`config.mk`:
```
export PLATFORM = sky130hd
export DESIGN_NAME = traffic_ctrl_param_flat
export DESIGN_NICKNAME = d
export VERILOG_FILES = /design/src/rtl/tl_pkg.sv /design/src/rtl/traffic_ctrl_param_if.sv /design/src/rtl/bin2bcd.sv /design/src/rtl/tl_tick_gen.sv /design/src/rtl/traffic_ctrl_param.sv /design/src/flat_wrapper.sv
export SDC_FILE = /design/constraint.sdc
export NUM_CORES = 1
export LEC_CHECK = 0
export ABC_AREA = 1
export BUFFER_PORTS_ARGS = -buffer_cell sky130_fd_sc_hd__buf_2
export CAP_MARGIN = 20
export CORE_ASPECT_RATIO = 1.2
export CORE_UTILIZATION = 62
export CTS_CLUSTER_SIZE = 8
export DETAILED_ROUTE_END_ITERATION = 8
export PLACE_DENSITY = 0.95
export SLEW_MARGIN = 15
export SYNTH_ARGS = -nofsm -noshare
export SYNTH_HDL_FRONTEND = slang
export SYNTH_SLANG_ARGS = --single-unit
```
`constraint.sdc`:
```
create_clock -name clk -period 3.9 [get_ports clk]
set_input_delay 0.585 -clock clk [delete_from_list [all_inputs] [get_ports clk]]
set_output_delay 0.585 -clock clk [all_outputs]
set_load 0.02 [all_outputs]
```
`src/rtl/tl_pkg.sv`:
```
// Shared types, lamp codes and phase helpers for the two-road traffic controller.
package tl_pkg;

   typedef enum logic [2:0] {
      AG  = 3'd0,
      AY  = 3'd1,
      RR1 = 3'd2,
      BG  = 3'd3,
      BY  = 3'd4,
      RR2 = 3'd5
   } phase_e;

   localparam logic [2:0] LAMP_RED = 3'b001;
   localparam logic [2:0] LAMP_GRN = 3'b010;
   localparam logic [2:0] LAMP_YEL = 3'b100;

   // Durations live in the top's parameters, so they are passed in explicitly.
   function automatic int unsigned dur_of(phase_e      ph,
                                          int unsigned green_a,
                                          int unsigned green_b,
                                          int unsigned yellow,
                                          int unsigned all_red);
      int unsigned d;
      case (ph)
         AG:       d = green_a;
         AY, BY:   d = yellow;
         BG:       d = green_b;
         RR1, RR2: d = all_red;
         default:  d = green_a;
      endcase
      return d;
   endfunction

   function automatic phase_e next_phase(phase_e ph);
      phase_e n;
      case (ph)
         AG:      n = AY;
         AY:      n = RR1;
         RR1:     n = BG;
         BG:      n = BY;
         BY:      n = RR2;
         default: n = AG;
      endcase
      return n;
   endfunction

endpackage

```
`src/rtl/traffic_ctrl_param_if.sv`:
```
// Control inputs and lamp/display outputs of the traffic controller.
interface traffic_ctrl_param_if #(
   parameter int unsigned CNT_W = 8
);
   logic             manual;
   logic             step;
   logic             ped_req;
   logic [2:0]       A;
   logic [2:0]       B;
   logic [2:0]       phase;
   logic [CNT_W-1:0] count;
   logic [3:0]       cnt_ones;
   logic [3:0]       cnt_tens;
   logic             tick;
   logic             ped_ack;

   modport master (
      output manual, step, ped_req,
      input  A, B, phase, count, cnt_ones, cnt_tens, tick, ped_ack
   );

   modport slave (
      input  manual, step, ped_req,
      output A, B, phase, count, cnt_ones, cnt_tens, tick, ped_ack
   );
endinterface

```
`src/rtl/bin2bcd.sv`:
```
// Binary to two-digit BCD for the seg7 display path (meaningful for values up to 99).
module bin2bcd #(
   parameter int unsigned W = 8
) (
   input  logic [W-1:0] bin,
   output logic [3:0]   ones,
   output logic [3:0]   tens
);
   logic [W-1:0] w_quot;
   logic [W-1:0] w_rem;

   assign w_quot = bin / W'(10);
   assign w_rem  = bin % W'(10);
   assign tens   = w_quot[3:0];
   assign ones   = w_rem[3:0];
endmodule

```
`src/rtl/tl_tick_gen.sv`:
```
// Free-running prescaler; tick is high in the last cycle of each TICK_DIV-cycle period.
module tl_tick_gen #(
   parameter int unsigned TICK_DIV = 25000000
) (
   input  logic clk,
   input  logic rst,
   output logic tick
);
   localparam int unsigned PW = (TICK_DIV > 1) ? $clog2(TICK_DIV) : 1;

   logic [PW-1:0] r_cnt;
   logic          w_last;

   assign w_last = (r_cnt == PW'(TICK_DIV - 1));
   assign tick   = w_last;

   always_ff @(posedge clk) begin
      if (!rst) begin
         r_cnt <= '0;
      end else if (w_last) begin
         r_cnt <= '0;
      end else begin
         r_cnt <= r_cnt + PW'(1);
      end
   end
endmodule

```
`src/rtl/traffic_ctrl_param.sv`:
```
// Two-road traffic-light controller: timed/manual sequencing, all-red clearance,
// pedestrian green shortening and BCD countdown for the display.
module traffic_ctrl_param
   import tl_pkg::*;
#(
   parameter int unsigned TICK_DIV = 25000000,
   parameter int unsigned CNT_W    = 8,
   parameter int unsigned GREEN_A  = 8,
   parameter int unsigned GREEN_B  = 5,
   parameter int unsigned YELLOW   = 3,
   parameter int unsigned ALL_RED  = 1,
   parameter int unsigned PED_CUT  = 2
) (
   input  logic                 clk,
   input  logic                 rst,
   traffic_ctrl_param_if.slave  bus
);

   phase_e           r_phase;
   logic [CNT_W-1:0] r_count;
   logic             r_ped_pend;
   logic             r_step_q;
   logic             r_manual_q;
   logic             r_ped_ack;

   logic             w_tick;
   phase_e           w_next;
   logic [CNT_W-1:0] w_dur_cur;
   logic [CNT_W-1:0] w_dur_nxt;
   logic             w_legal;
   logic             w_green;
   logic             w_pend_eff;
   logic             w_mode_exit;
   logic             w_timed;
   logic             w_step_edge;
   logic             w_short;
   logic             w_tick_dec;
   logic             w_tick_adv;
   logic             w_advance;
   logic             w_enter_yel;

   tl_tick_gen #(
      .TICK_DIV(TICK_DIV)
   ) u_tick (
      .clk  (clk),
      .rst  (rst),
      .tick (w_tick)
   );

   bin2bcd #(
      .W(CNT_W)
   ) u_bcd (
      .bin  (r_count),
      .ones (bus.cnt_ones),
      .tens (bus.cnt_tens)
   );

   assign w_next    = next_phase(r_phase);
   assign w_dur_cur = CNT_W'(dur_of(r_phase, GREEN_A, GREEN_B, YELLOW, ALL_RED));
   assign w_dur_nxt = CNT_W'(dur_of(w_next, GREEN_A, GREEN_B, YELLOW, ALL_RED));
   assign w_legal   = (r_phase <= RR2);
   assign w_green   = (r_phase == AG) || (r_phase == BG);

   // A request arriving this cycle is acted on at once, not a cycle later.
   assign w_pend_eff  = r_ped_pend | bus.ped_req;
   assign w_mode_exit = r_manual_q & ~bus.manual;
   assign w_timed     = ~bus.manual & ~w_mode_exit;
   assign w_step_edge = bus.manual & bus.step & ~r_step_q;
   assign w_short     = w_timed & w_green & w_pend_eff & (r_count > CNT_W'(PED_CUT));
   assign w_tick_dec  = w_timed & ~w_short & w_tick & (r_count > CNT_W'(1));
   assign w_tick_adv  = w_timed & ~w_short & w_tick & (r_count <= CNT_W'(1));
   assign w_advance   = w_step_edge | w_tick_adv;
   assign w_enter_yel = w_advance & ((w_next == AY) || (w_next == BY));

   always_ff @(posedge clk) begin
      if (!rst) begin
         r_phase    <= AG;
         r_count    <= CNT_W'(GREEN_A);
         r_ped_pend <= 1'b0;
         r_step_q   <= 1'b0;
         r_manual_q <= 1'b0;
         r_ped_ack  <= 1'b0;
      end else begin
         r_step_q   <= bus.step;
         r_manual_q <= bus.manual;
         r_ped_ack  <= w_short;
         r_ped_pend <= w_pend_eff & ~w_short & ~w_enter_yel;
         if (!w_legal) begin
            r_phase <= AG;
            r_count <= CNT_W'(GREEN_A);
         end else if (w_mode_exit) begin
            r_count <= w_dur_cur;
         end else if (w_advance) begin
            r_phase <= w_next;
            r_count <= w_dur_nxt;
         end else if (w_short) begin
            r_count <= CNT_W'(PED_CUT);
         end else if (w_tick_dec) begin
            r_count <= r_count - CNT_W'(1);
         end
      end
   end

   always_comb begin
      bus.A = LAMP_RED;
      bus.B = LAMP_RED;
      case (r_phase)
         AG: bus.A = LAMP_GRN;
         AY: bus.A = LAMP_YEL;
         BG: bus.B = LAMP_GRN;
         BY: bus.B = LAMP_YEL;
         default: ;
      endcase
   end

   assign bus.phase   = r_phase;
   assign bus.count   = r_count;
   assign bus.tick    = w_tick;
   assign bus.ped_ack = r_ped_ack;

endmodule
```
`src/flat_wrapper.sv`:
```
// flat-port wrapper written by rule: the top's interface ports become plain ports
module traffic_ctrl_param_flat import tl_pkg::*;
#(
   parameter int unsigned TICK_DIV = 25000000,
   parameter int unsigned CNT_W    = 8,
   parameter int unsigned GREEN_A  = 8,
   parameter int unsigned GREEN_B  = 5,
   parameter int unsigned YELLOW   = 3,
   parameter int unsigned ALL_RED  = 1,
   parameter int unsigned PED_CUT  = 2
)
  (clk, rst, bus_manual, bus_step, bus_ped_req, bus_A, bus_B, bus_phase, bus_count, bus_cnt_ones, bus_cnt_tens, bus_tick, bus_ped_ack);
  traffic_ctrl_param_if #(.CNT_W(CNT_W)) bus_i ();
  input  logic clk;
  input  logic rst;
  input wire logic [$bits(bus_i.manual)-1:0] bus_manual;
  input wire logic [$bits(bus_i.step)-1:0] bus_step;
  input wire logic [$bits(bus_i.ped_req)-1:0] bus_ped_req;
  output wire logic [$bits(bus_i.A)-1:0] bus_A;
  output wire logic [$bits(bus_i.B)-1:0] bus_B;
  output wire logic [$bits(bus_i.phase)-1:0] bus_phase;
  output wire logic [$bits(bus_i.count)-1:0] bus_count;
  output wire logic [$bits(bus_i.cnt_ones)-1:0] bus_cnt_ones;
  output wire logic [$bits(bus_i.cnt_tens)-1:0] bus_cnt_tens;
  output wire logic [$bits(bus_i.tick)-1:0] bus_tick;
  output wire logic [$bits(bus_i.ped_ack)-1:0] bus_ped_ack;
  assign bus_i.manual = bus_manual;
  assign bus_i.step = bus_step;
  assign bus_i.ped_req = bus_ped_req;
  assign bus_A = bus_i.A;
  assign bus_B = bus_i.B;
  assign bus_phase = bus_i.phase;
  assign bus_count = bus_i.count;
  assign bus_cnt_ones = bus_i.cnt_ones;
  assign bus_cnt_tens = bus_i.cnt_tens;
  assign bus_tick = bus_i.tick;
  assign bus_ped_ack = bus_i.ped_ack;
  traffic_ctrl_param #(.TICK_DIV(TICK_DIV), .CNT_W(CNT_W), .GREEN_A(GREEN_A), .GREEN_B(GREEN_B), .YELLOW(YELLOW), .ALL_RED(ALL_RED), .PED_CUT(PED_CUT)) u_core (.clk(clk), .rst(rst), .bus(bus_i));
endmodule
```
==> reports/metrics.csv <==
stage;metric;value;unit
final_layout;n_antenna_cell;0;
timing;hold_violations;0;
worst_setup_path;cpMaxStageDelayCell;dfxtp_1;
timing;slew_violations;0;
detailed_routing;drc;0;
worst_setup_path;crit_arrival;2.42;ns
synth;synth_area_leader_cell;dfxtp_1;
worst_hold_path;hp-class;reg2reg;
synth;synth-seq-area-share;0.3157;
pwr;p_per_area;384.4;nW/um2
final_layout;drive_above_1_share;0.1915;
global_routing;grt_max_degree;17;
final_layout;n_fill_cell;326;
synth;synth.top_cell.area_share;0.3157;
synth;synthesis.area;2536;um2
detailed_routing;wire_per_inst;12.06;um
detailed_routing;drtIter0Drc;240;
final_layout;multi_input_area;1419;um2
place;gp_congestion;0.9305;
place;dp_slack;1.229;ns
cts;worstSkewPairLatency;0.30;ns
detailed_routing;dr.pass1.iters;4;
cts;post_cts_buffers;0;
place;portBuffers;31;
worst_setup_path;worstSetupEndpointType;output pin;
cts;cts-buffers-inserted;5;
floorplan;start_util;0.6435;
synth;synth_top_flop_cell;dfxtp_1;
final_layout;final_util;0.7229;
worst_setup_path;start_kind;register;
timing;period_share;0.7709;
cts;cts_max_path_buffers;2;
worst_setup_path;crit_type;reg2out;
timing;tightestPinTransition;0.6330;ns
timing;holdWs;0.4636;ns
worst_setup_path;cpMostUsedCell;nand2_1;
synth;synth_edf_count;0;
global_routing;grt_pass1_vias;2448;
detailed_routing;routed_via_density;5.553;
cts;cts_tree;built;
global_routing;grt.total_usage;0.2824;
place;dp_hpwl;4.252;mm
flow_run;drv_cap;0;
worst_setup_path;path_cells;inv_2 > o21ai_2 > inv_2 > nand2_2 > nand3_1 > nand2_1 > nand2_1 > nand2_2 > nand2_2 > nand2_2 > nand2_1 > o21ai_0 > nand2_1 > nand2_1 > inv_1 > nand2_1 > nand2_1 > inv_1 > buf_2;
synth;netlist_top_cells_area;dfxtp_1 (32%), nand2_1 (10%), inv_1 (9.5%);
final_layout;seq_area;800.8;um2
worst_setup_path;path_max_fanout;6;
timing;finClkSkew;0.01047;ns
floorplan;ios;32;
cts;cts_max_level;2;
synth;yosysUniqueCellTypes;40;
timing;finalSetupViolations;0;
global_routing;grt_pass1_wl;9.570;mm
cts;cts.clk_slew.worst_paths;0.08;ns
cts;cts.sinks;40;
synth;postSynthCellCount;389;
global_routing;overflow;0;
pwr;ir_worst_vdd;0.3300;mV
outcome;status;complete, no violations;
synth;yosysWarnings;0;
detailed_routing;vias;2649;
floorplan;fp-row-count;25;
synth;synth_most_common_cell;nand2_1;
worst_setup_path;cpPeakStageDelay;0.44;ns
detailed_routing;ant_nets;0;
floorplan;core;3941;um2
synth;ys_seq_elements;40;
synth;syn-num-nets;399;
timing;setup_ws;0.8937;ns
final_layout;fin_nets;432;
floorplan;die_h;72.06;um
synth;synth_common_cells;nand2_1 (70), inv_1 (64), dfxtp_1 (40), nor2_1 (40), nand3_1 (25);
global_routing;antenna_found_initial;0;
synth;synthArstFlopShare;0;
worst_setup_path;required;3.31;ns
timing;slew-limit-headroom;0.5764;
timing;setup_tns;0;ns
timing;finalCriticalPeriod;3.006;ns
cts;cts.root.buffer_cell;clkbuf_8;
pwr;power_leakage;1.260;nW
cts;cts_resized;0;
detailed_routing;routed_wl;5.751;mm
final_layout;syn_to_final_growth;12.33;%
floorplan;chipWidth;60.39;um
cts;holdBufCountCts;0;
timing;max_freq;332.6;MHz
timing;rsz0062_at_grt;no;
floorplan;die_area;4351;um2
synth;syn_avg_cell_area;6.520;um2
## logic make-up after synthesis
group | synth area share
DFF | 0.3157
buffers and inverters | 0.1248
adders and majority gates | 0.02467
and+or+nand+nor | 0.3739
AOI/OAI and AO/OA | 0.1436
xor gates and xnor gates | 0.01727
## path summary, 6_finish.rpt
kind | slack, ns | start | depth (start not counted) | end
hold reg to reg | 0.46 | u_core.u_tick.r_cnt[0]$_SDFF_PP0_ | 1 | u_core.u_tick.r_cnt[0]$_SDFF_PP0_
setup reg to reg | 1.44 | u_core.u_tick.r_cnt[0]$_SDFF_PP0_ | 12 | u_core.u_tick.r_cnt[24]$_SDFF_PP0_
hold / removal | 0.46 | u_core.u_tick.r_cnt[0]$_SDFF_PP0_ | 1 | u_core.u_tick.r_cnt[0]$_SDFF_PP0_
setup / recovery | 0.89 | u_core.bus.count[7]$_SDFFE_PN0P_ | 19 | bus_cnt_ones[2]
## power breakdown
part / switching (mW) / internal (mW)
Clock: 0.145 / 0.226
Sequential: 0.0202 / 0.422
Combinational: 0.190 / 0.0922
## placed cells by master, fill, tap and decap left out, drive strengths merged
cell type	instances
o21ai	22
nand4	7
a31oi	2
nand3	28
dfxtp	40
a2111oi	1
bufinv	1
ha	5
o2111ai	1
o31ai	1
clkbuf	7
or2	1
nor3	22
o211ai	2
nor3b	2
a21oi	23
xor2	2
o221ai	1
nor4	6
buf	31
a211oi	1
o21bai	1
o21a	4
nand2	83
o311ai	1
xnor2	3
a41oi	1
nor2	50
inv	74
## through the flow
stage	instance area (um2)	power (mW)	std cells
2_1_floorplan	2536	0.6645	389
3_3_place_gp	2723	0.7209	469
3_5_place_dp	2723	0.7308	469
4_1_cts	2849	1.096	477
5_1_grt	2849	1.147	477
6_report	2849	1.095	477
## flip-flops by register name, summed over array words and instances, names as in the netlist
name and cells:
u_core.u_tick.r_cnt 25, u_core.bus.count 8, u_core.bus.phase 3, u_core.bus.ped_ack 1, u_core.r_manual_q 1, u_core.r_ped_pend 1, u_core.r_step_q 1
## worst max-delay path, delay by kind of cell (launching register included)
kind            cells  cell delay [ns]
simple gates       12             0.94
compound gates      2             0.34
flops               1             0.44
buf+inv             5             0.41
## layout make-up
| type | count | area share |
|---|---|---|
| flip-flops and latches | 40 | 0.2811 |
| repair buffers | 31 | 0.05446 |
| clock buffers | 7 | 0.03382 |
| well taps | 54 | 0.02372 |
| multi-input cells | 270 | 0.4980 |
| inverters | 74 | 0.09838 |
| clock inverters | 1 | 0.01054 |
## per-layer routing
layer  up-vias  wire length, um  global-route usage
li1       1334                -                   -
met2        96             3028              0.5336
met5         -                0                   0
met3        20              271             0.05882
met4         0              156              0.1473
met1      1199             2294              0.2755
Power figures use the tool's default switching activity.
